<file path="config.mk">
export PLATFORM = sky130hd
export DESIGN_NAME = fairy_mem_stage
export DESIGN_NICKNAME = d
export VERILOG_FILES = /design/src/rtl/fairy_mem_stage.sv
export SDC_FILE = /design/constraint.sdc
export NUM_CORES = 1
export LEC_CHECK = 0
export BUFFER_PORTS_ARGS = -buffer_cell sky130_fd_sc_hd__buf_2
export CAP_MARGIN = 10
export CORE_MARGIN = 4
export CORE_UTILIZATION = 40
export DETAILED_ROUTE_END_ITERATION = 8
export GPL_TIMING_DRIVEN = 0
export PLACE_DENSITY = 0.7
export SYNTH_ARGS = -nofsm -noshare
export SYNTH_HDL_FRONTEND = slang
export SYNTH_SLANG_ARGS = --single-unit
export TNS_END_PERCENT = 5
</file>
<file path="constraint.sdc">
create_clock -name clk -period 3.19 [get_ports clk]
set_clock_uncertainty 0.2 [all_clocks]
set_input_delay 0.957 -clock clk [delete_from_list [all_inputs] [get_ports clk]]
set_output_delay 0.957 -clock clk [all_outputs]
set_load 0.01 [all_outputs]
</file>
<file path="src/rtl/fairy_mem_stage.sv">
//==============================================================================
// Module   : fairy_mem_stage
// Purpose  : Memory pipeline stage. Issues MIPS load/store requests over a
//            req/addr_ok/data_ok handshake, aligns load data, retires results.
// Revision : 1.0 - initial release
//==============================================================================
`default_nettype none

module fairy_mem_stage #(
  parameter int ADDR_W = 32
) (
  input  logic              clk,
  input  logic              reset_n,
  input  logic              valid_i,
  output logic              ready_o,
  input  logic [31:0]       inst_i,
  input  logic [31:0]       pc_i,
  input  logic [63:0]       data_i,
  input  logic [31:0]       op1_i,
  input  logic [4:0]        reg_waddr_i,
  input  logic              reg_we_i,
  input  logic [1:0]        hilo_we_i,
  input  logic              exception_i,
  output logic              dmem_req,
  output logic              dmem_wr,
  output logic [ADDR_W-1:0] dmem_addr,
  output logic [3:0]        dmem_wstrb,
  output logic [31:0]       dmem_wdata,
  input  logic              dmem_addr_ok,
  input  logic              dmem_data_ok,
  input  logic [31:0]       dmem_rdata,
  output logic              wb_valid_o,
  output logic [31:0]       wb_data_o,
  output logic [4:0]        wb_reg_waddr_o,
  output logic              wb_reg_we_o,
  output logic [63:0]       hilo_data_o,
  output logic [1:0]        hilo_we_o,
  output logic [31:0]       pc_o,
  output logic              addr_err_o
);

  localparam logic [5:0] c_op_lb  = 6'b100000;
  localparam logic [5:0] c_op_lbu = 6'b100100;
  localparam logic [5:0] c_op_lh  = 6'b100001;
  localparam logic [5:0] c_op_lhu = 6'b100101;
  localparam logic [5:0] c_op_lw  = 6'b100011;
  localparam logic [5:0] c_op_lwl = 6'b100010;
  localparam logic [5:0] c_op_lwr = 6'b100110;
  localparam logic [5:0] c_op_sb  = 6'b101000;
  localparam logic [5:0] c_op_sh  = 6'b101001;
  localparam logic [5:0] c_op_sw  = 6'b101011;
  localparam logic [5:0] c_op_swl = 6'b101010;
  localparam logic [5:0] c_op_swr = 6'b101110;

  typedef enum logic [1:0] {
    S_IDLE  = 2'd0,
    S_REQ   = 2'd1,
    S_WAIT  = 2'd2,
    S_DRAIN = 2'd3
  } state_t;

  state_t      r_state, w_state_next;
  logic [5:0]  r_op;
  logic [31:0] r_pc, r_op1;
  logic [63:0] r_data;
  logic [4:0]  r_waddr;
  logic        r_we;
  logic [1:0]  r_hilo_we;
  logic        r_flush;

  logic        r_wb_valid, r_wb_we, r_addr_err;
  logic [31:0] r_wb_data, r_pc_o;
  logic [4:0]  r_wb_waddr;
  logic [63:0] r_hilo_data;
  logic [1:0]  r_hilo_we_o;

  logic        w_accept, w_in_mem, w_in_misal;
  logic        w_retire_alu, w_retire_mem, w_set_flush, w_clr_flush;
  logic        w_is_store;
  logic [1:0]  w_a;
  logic [4:0]  w_shl, w_shr;
  logic [3:0]  w_wstrb;
  logic [31:0] w_wdata, w_load_data, w_lane;

  assign ready_o  = reset_n & (r_state == S_IDLE);
  assign w_accept = valid_i & ready_o & ~exception_i;

  // Incoming decode: is this a memory op, and would it fault on alignment?
  always_comb begin
    w_in_mem   = 1'b0;
    w_in_misal = 1'b0;
    case (inst_i[31:26])
      c_op_lb, c_op_lbu, c_op_lwl, c_op_lwr, c_op_sb, c_op_swl, c_op_swr:
        w_in_mem = 1'b1;
      c_op_lh, c_op_lhu, c_op_sh: begin
        w_in_mem   = 1'b1;
        w_in_misal = data_i[0];
      end
      c_op_lw, c_op_sw: begin
        w_in_mem   = 1'b1;
        w_in_misal = |data_i[1:0];
      end
      default: ;
    endcase
  end

  assign w_a   = r_data[1:0];
  assign w_shl = {w_a, 3'b000};
  assign w_shr = {~w_a, 3'b000};
  assign w_is_store = (r_op == c_op_sb) || (r_op == c_op_sh) || (r_op == c_op_sw) ||
                      (r_op == c_op_swl) || (r_op == c_op_swr);

  always_comb begin
    w_wstrb = 4'b0000;
    w_wdata = 32'h0;
    case (r_op)
      c_op_sb: begin
        w_wstrb = 4'b0001 << w_a;
        w_wdata = {4{r_op1[7:0]}};
      end
      c_op_sh: begin
        w_wstrb = w_a[1] ? 4'b1100 : 4'b0011;
        w_wdata = {2{r_op1[15:0]}};
      end
      c_op_sw: begin
        w_wstrb = 4'b1111;
        w_wdata = r_op1;
      end
      c_op_swl: begin
        w_wstrb = 4'b1111 >> (~w_a);
        w_wdata = r_op1 >> w_shr;
      end
      c_op_swr: begin
        w_wstrb = 4'b1111 << w_a;
        w_wdata = r_op1 << w_shl;
      end
      default: ;
    endcase
  end

  assign w_lane = dmem_rdata >> w_shl;

  always_comb begin
    w_load_data = dmem_rdata;
    case (r_op)
      c_op_lb:  w_load_data = {{24{w_lane[7]}}, w_lane[7:0]};
      c_op_lbu: w_load_data = {24'h0, w_lane[7:0]};
      c_op_lh:  w_load_data = w_a[1] ? {{16{dmem_rdata[31]}}, dmem_rdata[31:16]}
                                     : {{16{dmem_rdata[15]}}, dmem_rdata[15:0]};
      c_op_lhu: w_load_data = w_a[1] ? {16'h0, dmem_rdata[31:16]}
                                     : {16'h0, dmem_rdata[15:0]};
      c_op_lwl: begin
        case (w_a)
          2'd0:    w_load_data = {dmem_rdata[7:0], r_op1[23:0]};
          2'd1:    w_load_data = {dmem_rdata[15:0], r_op1[15:0]};
          2'd2:    w_load_data = {dmem_rdata[23:0], r_op1[7:0]};
          default: w_load_data = dmem_rdata;
        endcase
      end
      c_op_lwr: begin
        case (w_a)
          2'd0:    w_load_data = dmem_rdata;
          2'd1:    w_load_data = {r_op1[31:24], dmem_rdata[31:8]};
          2'd2:    w_load_data = {r_op1[31:16], dmem_rdata[31:16]};
          default: w_load_data = {r_op1[31:8], dmem_rdata[31:24]};
        endcase
      end
      default: ;
    endcase
  end

  always_ff @(posedge clk or negedge reset_n) begin
    if (!reset_n) r_state <= S_IDLE;
    else          r_state <= w_state_next;
  end

  // A flushed request still completes its handshake; the response is drained.
  always_comb begin
    w_state_next = r_state;
    w_retire_alu = 1'b0;
    w_retire_mem = 1'b0;
    w_set_flush  = 1'b0;
    w_clr_flush  = 1'b0;
    case (r_state)
      S_IDLE: begin
        if (w_accept) begin
          if (w_in_mem && !w_in_misal) w_state_next = S_REQ;
          else                         w_retire_alu = 1'b1;
        end
      end
      S_REQ: begin
        if (dmem_addr_ok) begin
          w_state_next = (r_flush || exception_i) ? S_DRAIN : S_WAIT;
          w_clr_flush  = 1'b1;
        end else if (exception_i) begin
          w_set_flush = 1'b1;
        end
      end
      S_WAIT: begin
        if (dmem_data_ok) begin
          w_state_next = S_IDLE;
          w_retire_mem = ~exception_i;
        end else if (exception_i) begin
          w_state_next = S_DRAIN;
        end
      end
      S_DRAIN: begin
        if (dmem_data_ok) w_state_next = S_IDLE;
      end
      default: w_state_next = S_IDLE;
    endcase
  end

  always_ff @(posedge clk or negedge reset_n) begin
    if (!reset_n) begin
      r_op        <= 6'h0;
      r_pc        <= 32'h0;
      r_op1       <= 32'h0;
      r_data      <= 64'h0;
      r_waddr     <= 5'h0;
      r_we        <= 1'b0;
      r_hilo_we   <= 2'b00;
      r_flush     <= 1'b0;
      r_wb_valid  <= 1'b0;
      r_wb_we     <= 1'b0;
      r_addr_err  <= 1'b0;
      r_wb_data   <= 32'h0;
      r_pc_o      <= 32'h0;
      r_wb_waddr  <= 5'h0;
      r_hilo_data <= 64'h0;
      r_hilo_we_o <= 2'b00;
    end else begin
      if (w_accept) begin
        r_op      <= inst_i[31:26];
        r_pc      <= pc_i;
        r_op1     <= op1_i;
        r_data    <= data_i;
        r_waddr   <= reg_waddr_i;
        r_we      <= reg_we_i;
        r_hilo_we <= hilo_we_i;
      end
      if (w_set_flush)      r_flush <= 1'b1;
      else if (w_clr_flush) r_flush <= 1'b0;

      r_wb_valid <= w_retire_alu | w_retire_mem;
      r_addr_err <= w_retire_alu & w_in_misal;
      if (w_retire_alu) begin
        r_wb_data   <= data_i[31:0];
        r_wb_waddr  <= reg_waddr_i;
        r_wb_we     <= reg_we_i & ~w_in_misal;
        r_hilo_data <= data_i;
        r_hilo_we_o <= hilo_we_i;
        r_pc_o      <= pc_i;
      end else if (w_retire_mem) begin
        r_wb_data   <= w_load_data;
        r_wb_waddr  <= r_waddr;
        r_wb_we     <= r_we & ~w_is_store;
        r_hilo_data <= r_data;
        r_hilo_we_o <= r_hilo_we;
        r_pc_o      <= r_pc;
      end
    end
  end

  assign dmem_req       = (r_state == S_REQ);
  assign dmem_wr        = w_is_store;
  assign dmem_addr      = {r_data[ADDR_W-1:2], 2'b00};
  assign dmem_wstrb     = w_wstrb;
  assign dmem_wdata     = w_wdata;
  assign wb_valid_o     = r_wb_valid;
  assign wb_data_o      = r_wb_data;
  assign wb_reg_waddr_o = r_wb_waddr;
  assign wb_reg_we_o    = r_wb_we;
  assign hilo_data_o    = r_hilo_data;
  assign hilo_we_o      = r_hilo_we_o;
  assign pc_o           = r_pc_o;
  assign addr_err_o     = r_addr_err;

endmodule

`default_nettype wire

</file>
==> results.json, run 1 <==
{
  "outcome": "finished with violations",
  "violations": "negative setup slack",
  "fill_cells": 3331,
  "root_buffer": "clkbuf_16",
  "synth-xor-area-share": 0,
  "cp.depth": 9,
  "clk_latency_ps": 530,
  "critPathRequiredTime_ps": 2030,
  "crit_path_start_kind": "flip-flop",
  "port_buffers": 386,
  "leakage_nw": 10.08,
  "synthArstFlopShare": 1.000,
  "fin_ws_ps": -307.3,
  "ctsHoldBuffers": 0,
  "intPower_w": 0.008689,
  "max_stage_delay_ps": 380,
  "synth_fa_ha_area_frac": 0,
  "critical_path_class": "reg -> out",
  "peakVddDrop_v": 0.0004822,
  "synth_top_area_frac": 0.4827,
  "ant_nets": 0,
  "switching_share": 0.3479,
  "antenna_found_initial": 8,
  "vias": 14930,
  "fin_crit_ps": 3497,
  "whs_ps": 105.7,
  "switchingPower_w": 0.004635,
  "crit_fanout": 6,
  "synthDistinctLibCells": 68,
  "relSlewSlack": 0.1877,
  "grt_max_degree": 108,
  "grt_overflow": 0,
  "ios": 415,
  "rows": 69,
  "place_congestion": 0.9713,
  "clock-sinks": 283,
  "syn_area_mm2": 0.01467,
  "nNetsFinal": 2283,
  "synth_simple_gate_area_frac": 0.1846,
  "cts_buffer_depth": 3,
  "synth_top_family_by_area": "compound AO/OA/AOI/OAI gates",
  "muxShareOfSynthArea": 0.07190,
  "yosys-top-cells-area": "dfrtp_1 (48%), nand2_1 (14%), mux2i_1 (5.1%)",
  "p_per_area_mw_per_mm2": 688.7,
  "crit_buf_inv": 6,
  "area_growth_pct": 31.86,
  "ys.warnings.count": 0,
  "core_area_mm2": 0.03591,
  "yosysSeqAreaShare": 0.4827,
  "cts.clk_slew.worst_paths_ps": 60,
  "timing.fmax_ghz": 0.2859,
  "die_w_um": 199.5,
  "min_period_over_period": 1.096,
  "synth_area_per_cell_um2": 9.061,
  "drc": 0,
  "synth_edf_count": 0,
  "crit_path_end_kind": "output port",
  "cts_tree": "done",
  "htreeDepth": 2,
  "slowest_stage": "dfrtp_1",
  "synth_compound_area_frac": 0.1864,
  "cpMostUsedCell": "buf_8",
  "design.die.area_mm2": 0.03980,
  "hold_path.class": "in -> async",
  "start_util": 0.4085,
  "grt_pass1_wl_um": 90710,
  "ys.flop_type": "dfrtp_1",
  "crit_chain": "buf_6 > buf_8 > buf_12 > buf_8 > mux2i_4 > buf_4 > o21ai_2 > a22o_1 > buf_2",
  "cp.arrival_ps": 2340,
  "grt_setup_unrepaired": "true",
  "finalHoldViolations": 0,
  "synth-seq-cells": 283,
  "grt_pass1_vias": 15010,
  "wire_per_inst_um": 24.05,
  "ys_top_cells_by_count": "nand2_1 (537), dfrtp_1 (283), mux2i_1 (75), a222oi_1 (72), o21ai_0 (69)",
  "path_delay_family": "buffers and inverters",
  "yosysTopAreaCell": "dfrtp_1",
  "final.setup.tns_ps": -8551,
  "layout-drive-gt1-share": 0.3156,
  "setup_viol": 36,
  "grt_util_all_layers": 0.2961,
  "cts-buffers-inserted": 34,
  "tightest_slew_ps": 1205,
  "rr_worst_depth": 7,
  "max_cap_violations": 0,
  "clkPwrFrac": 0.310,
  "wirelength_um": 61680,
  "combPwrFrac": 0.306,
  "drt_iter0_markers": 1669,
  "pwr-share-seq": 0.384,
  "post-dp-hpwl_um": 45070,
  "drtPass1Iterations": 9,
  "via_per_inst": 5.820,
  "drv_slew": 0,
  "synth.most_common_cell": "nand2_1",
  "syn_inst": 1619,
  "die_h_um": 199.5
}
[layout by cell type (no fill, tap or decap), types with 10 or more instances in the layout]
cell type | Yosys | routed
nand2_1 | 537 | 533
buf_2 | 41 | 408
dfrtp_1 | 283 | 280
mux2i_1 | 75 | 73
a222oi_1 | 72 | 72
inv_1 | 67 | 67
buf_4 | 41 | 66
clkbuf_1 | 68 | 58
o21ai_0 | 69 | 55
a32oi_1 | 46 | 46
nor2_1 | 38 | 36
clkbuf_16 | 0 | 35
a21oi_1 | 31 | 28
o21ai_1 | 12 | 19
buf_6 | 1 | 16
a22o_1 | 15 | 15
mux2_2 | 15 | 15
nand3_1 | 16 | 15
o211ai_1 | 14 | 14
a221o_1 | 13 | 13
clkbuf_2 | 1 | 12
a211oi_1 | 11 | 11
o221ai_1 | 10 | 10
[registers in the layout, indices dropped and copies added (netlist names)]
name,cells
addr_err_o,1
hilo_data_o,64
hilo_we_o,2
pc_o,32
r_data,64
r_flush,1
r_hilo_we,2
r_op,6
r_op1,32
r_pc,32
r_state,2
r_waddr,5
r_we,1
wb_data_o,32
wb_reg_waddr_o,5
wb_reg_we_o,1
wb_valid_o,1
[worst register-to-register path: cells and delay by family (launching register included)]
kind,cells,cell delay [ps]
AOI/OAI and AO/OA,2,330
buffers and inverters,4,1760
DFF,1,360
and+or+nand+nor,1,280
[per-stage QoR]
stage	total power (W)	instances	utilization	setup slack, ps	area [um2]
3_5_place_dp	0.008749	2469	0.4802	-1788	17250
2_1_floorplan	0.007058	1620	-	236.8	14670
4_1_cts	0.01325	2558	0.5342	-315.4	19180
6_report	0.01332	2565	0.5386	-307.3	19340
5_1_grt	0.01394	2562	0.5384	-351.3	19340
3_3_place_gp	0.008653	2467	0.4784	-6095	17180
[area by class of cell]
class,instances,area [um2],area share
antenna,3,7.507,0.0003881
buffer,162,1061,0.05485
clock buffer,43,935.9,0.04838
clock inverter,17,239.0,0.01235
inverter,70,262.8,0.01358
multi-input combinational,1104,6749,0.3489
sequential,283,7086,0.3663
tap,461,576.8,0.02982
timing repair buffer,422,2427,0.1255
[metal layers]
layer  vias to the layer above  share of wire  track usage
met5                         -        0.00097            0
met4                        12          0.053       0.1409
met3                       196           0.10      0.07739
met2                       861           0.46       0.4817
met1                      7228           0.38       0.3690
li1                       6631              -            -
[power groups by stage]
stage	Sequential, W	Clock [W]	Combinational (W)
2_1_floorplan	0.00514	0	0.00192
3_3_place_gp	0.00508	0	0.00357
3_5_place_dp	0.00512	0	0.00363
4_1_cts	0.00508	0.00420	0.00397
5_1_grt	0.00519	0.00435	0.00441
6_report	0.00512	0.00413	0.00408
[final timing paths]
check / startpoint / to / slack (ps)
max: r_data[1] / dmem_wdata[0] / -310
min: reset_n / wb_data_o[23] / 110
max reg2reg: r_state[0] / wb_reg_we_o / 160
min reg2reg: hilo_data_o[20] / hilo_data_o[20] / 260
max in group asynchronous: reset_n / r_pc[30] / 1890
min in group clk: hilo_data_o[20] / hilo_data_o[20] / 260
[kinds of logic (layout without fill, tap and decap cells)]
family,count (synthesis),after routing
mux,96,96
buf+inv,233,714
other cells,1,5
simple gates,658,658
flops,283,283
compound gates,348,348
[timing repair]
| action | in CTS | in global routing |
|---|---|---|
| setup endpoints to repair | 305 | 76 |
| pin swaps | 32 | 20 |
| buffers inserted | 24 | 5 |
| gates cloned | 6 | 0 |
| gates resized for setup | 127 | 35 |
(Power assumes the default switching activity.)
==> run 2: changes to the inputs <==
--- a/config.mk
+++ b/config.mk
@@ -6,12 +6,12 @@
 export NUM_CORES = 1
 export LEC_CHECK = 0
 export BUFFER_PORTS_ARGS = -buffer_cell sky130_fd_sc_hd__buf_2
-export CAP_MARGIN = 10
+export CAP_MARGIN = 20
 export CORE_MARGIN = 4
 export CORE_UTILIZATION = 40
 export DETAILED_ROUTE_END_ITERATION = 8
 export GPL_TIMING_DRIVEN = 0
-export PLACE_DENSITY = 0.7
+export PLACE_DENSITY = 0.6
 export SYNTH_ARGS = -nofsm -noshare
 export SYNTH_HDL_FRONTEND = slang
 export SYNTH_SLANG_ARGS = --single-unit
==> run 2 against run 1 <==
  * The flow still finishes with violations (negative setup slack)
  * Non-clock buffer count is 8 higher
  * Sequential cell count is the same
  * Via count decreased by 0.14%
  * Sequential share of layout area barely moved
  * Critical path type unchanged
  * Die area stayed put
==> results.json, run 2 (synthesis results as in run 1) <==
{
  "path_delay_family": "multiplexers",
  "min_period_over_period": 1.077,
  "via_per_inst": 5.794,
  "design.die.area_mm2": 0.03980,
  "cts_buffer_depth": 3,
  "fin_crit_ps": 3437,
  "core_area_mm2": 0.03591,
  "antenna_found_initial": 9,
  "place_inst": 2470,
  "multi_input_area_mm2": 0.006797,
  "drv_slew": 0,
  "max_cap_violations": 0,
  "fin_ws_ps": -247.2,
  "grt_pass1_wl_um": 91480,
  "place_congestion": 0.9808,
  "wire_per_inst_um": 24.23,
  "ant_nets": 0,
  "peakVddDrop_v": 0.0005404,
  "drt_iter0_markers": 1587,
  "leakage_nw": 10.05,
  "crit_path_end_kind": "output port",
  "critPathRequiredTime_ps": 2030,
  "drtPass1Iterations": 7,
  "violations": "negative setup slack",
  "area_growth_pct": 31.88,
  "rr_worst_depth": 8,
  "die_w_um": 199.5,
  "slowest_stage": "mux4_2",
  "grt_util_all_layers": 0.2992,
  "final_common_cell": "nand2_1",
  "cts_tree": "done",
  "root_buffer": "clkbuf_16",
  "regToRegEndpoint": "wb_data_o[2]",
  "start_util": 0.4085,
  "hold_path.class": "in -> async",
  "fill_cells": 3432,
  "max_stage_delay_ps": 610,
  "crit_path_start_kind": "flip-flop",
  "grt_max_degree": 104,
  "cts.clk_slew.worst_paths_ps": 60,
  "crit_chain": "buf_1 > mux4_2 > a221o_1 > buf_2",
  "setup_viol": 36,
  "grt_setup_unrepaired": "true",
  "mostFrequentLayoutCells": "nand2_1 (534), buf_2 (407), dfrtp_1 (280)",
  "layout-drive-gt1-share": 0.3205,
  "vias": 14910,
  "finalHoldViolations": 0,
  "grt_pass1_vias": 14780,
  "post-dp-hpwl_um": 46430,
  "p_per_area_mw_per_mm2": 673.9,
  "grt_overflow": 0,
  "timing.fmax_ghz": 0.2909,
  "timing.rr.start": "r_op[4]",
  "port_buffers": 386,
  "crit_fanout": 8,
  "ios": 415,
  "die_h_um": 199.5,
  "htreeDepth": 2,
  "rows": 69,
  "cp.arrival_ps": 2280,
  "r2r_slack_ps": 20,
  "wirelength_um": 62350,
  "relSlewSlack": 0.3484,
  "ctsHoldBuffers": 0,
  "nNetsFinal": 2291,
  "critical_path_class": "reg -> out",
  "final_core_util": 0.5387,
  "seq_area_mm2": 0.007086,
  "post-place-ws_ps": -1502,
  "clock-sinks": 283,
  "drc": 0,
  "outcome": "finished with violations",
  "crit_buf_inv": 2,
  "cts-buffers-inserted": 34,
  "clk_latency_ps": 530,
  "final_cells": 2573,
  "tightest_slew_ps": 977.4
}
## run 2: changes by cell type in the layout (fill, tap and decap cells not counted), moves of 5 or more
cell        change
a22oi_1         -5
a22oi_2         +5
buf_4          +11
buf_8           -6
clkinv_2        -6
clkinvlp_4      +5
## run 2: worst reg2reg max path: stages, from the launching register on
cell	delay, ps
dfrtp_1	390
buf_6	130
buf_4	120
buf_4	120
nor3b_2	470
o221ai_2	360
a222oi_1	640
a21oi_1	300
a211o_1	320
## run 2: worst max path at each step
stage                     startpoint               to  slack [ps]  cells past startpoint
after floorplan            r_data[0]   dmem_wdata[10]         240                      8
after detailed placement     reset_n  hilo_data_o[17]       -1500                      8
final                       r_op1[6]   dmem_wdata[30]        -250                      4
after global routing       r_data[0]   dmem_wdata[11]        -300                      9
after CTS                    r_op[3]    dmem_wdata[8]        -310                      8
after global placement       reset_n  hilo_data_o[17]       -5970                      7
## run 2: layer usage
metal / wire length [um] / global-route usage
met1: 25100 / 0.3997
met2: 28730 / 0.4790
met3: 6331 / 0.07722
met4: 2117 / 0.09660
met5: 65 / 0
## run 2: layout make-up
cell class                      count  share of cell area
Clock inverter                     10            0.006790
Timing Repair Buffer              431              0.1264
Inverter                           70             0.01377
Buffer                            161             0.05419
Antenna cell                        6           0.0007760
Sequential cell                   283              0.3662
Tap cell                          461             0.02981
Clock buffer                       47             0.05070
Multi-Input combinational cell   1104              0.3513
## run 2: repair_timing
action,4_1_cts,5_1_grt
pin swaps,16,28
buffers inserted,19,20
gates resized for setup,110,61
setup endpoints to repair,303,295
hold endpoints to repair,0,0
gates cloned,2,2
## run 2: report_power, final
group,internal [W],switching (W),leakage (nW)
sequential,0.00442,0.000672,3.57
combinational,0.00174,0.00233,5.95
clock,0.00232,0.00156,0.529
## run 2: through the flow
step	hold slack (ps)	setup TNS (ps)	power, W	area [um2]
2_1_floorplan	244.6	0	0.007058	14670
3_3_place_gp	245.6	-2859520	0.008702	17180
3_5_place_dp	251.8	-342680	0.008770	17260
4_1_cts	183.7	-21190	0.01291	18930
5_1_grt	107.6	-8957	0.01369	19340
6_report	109.8	-6812	0.01304	19350
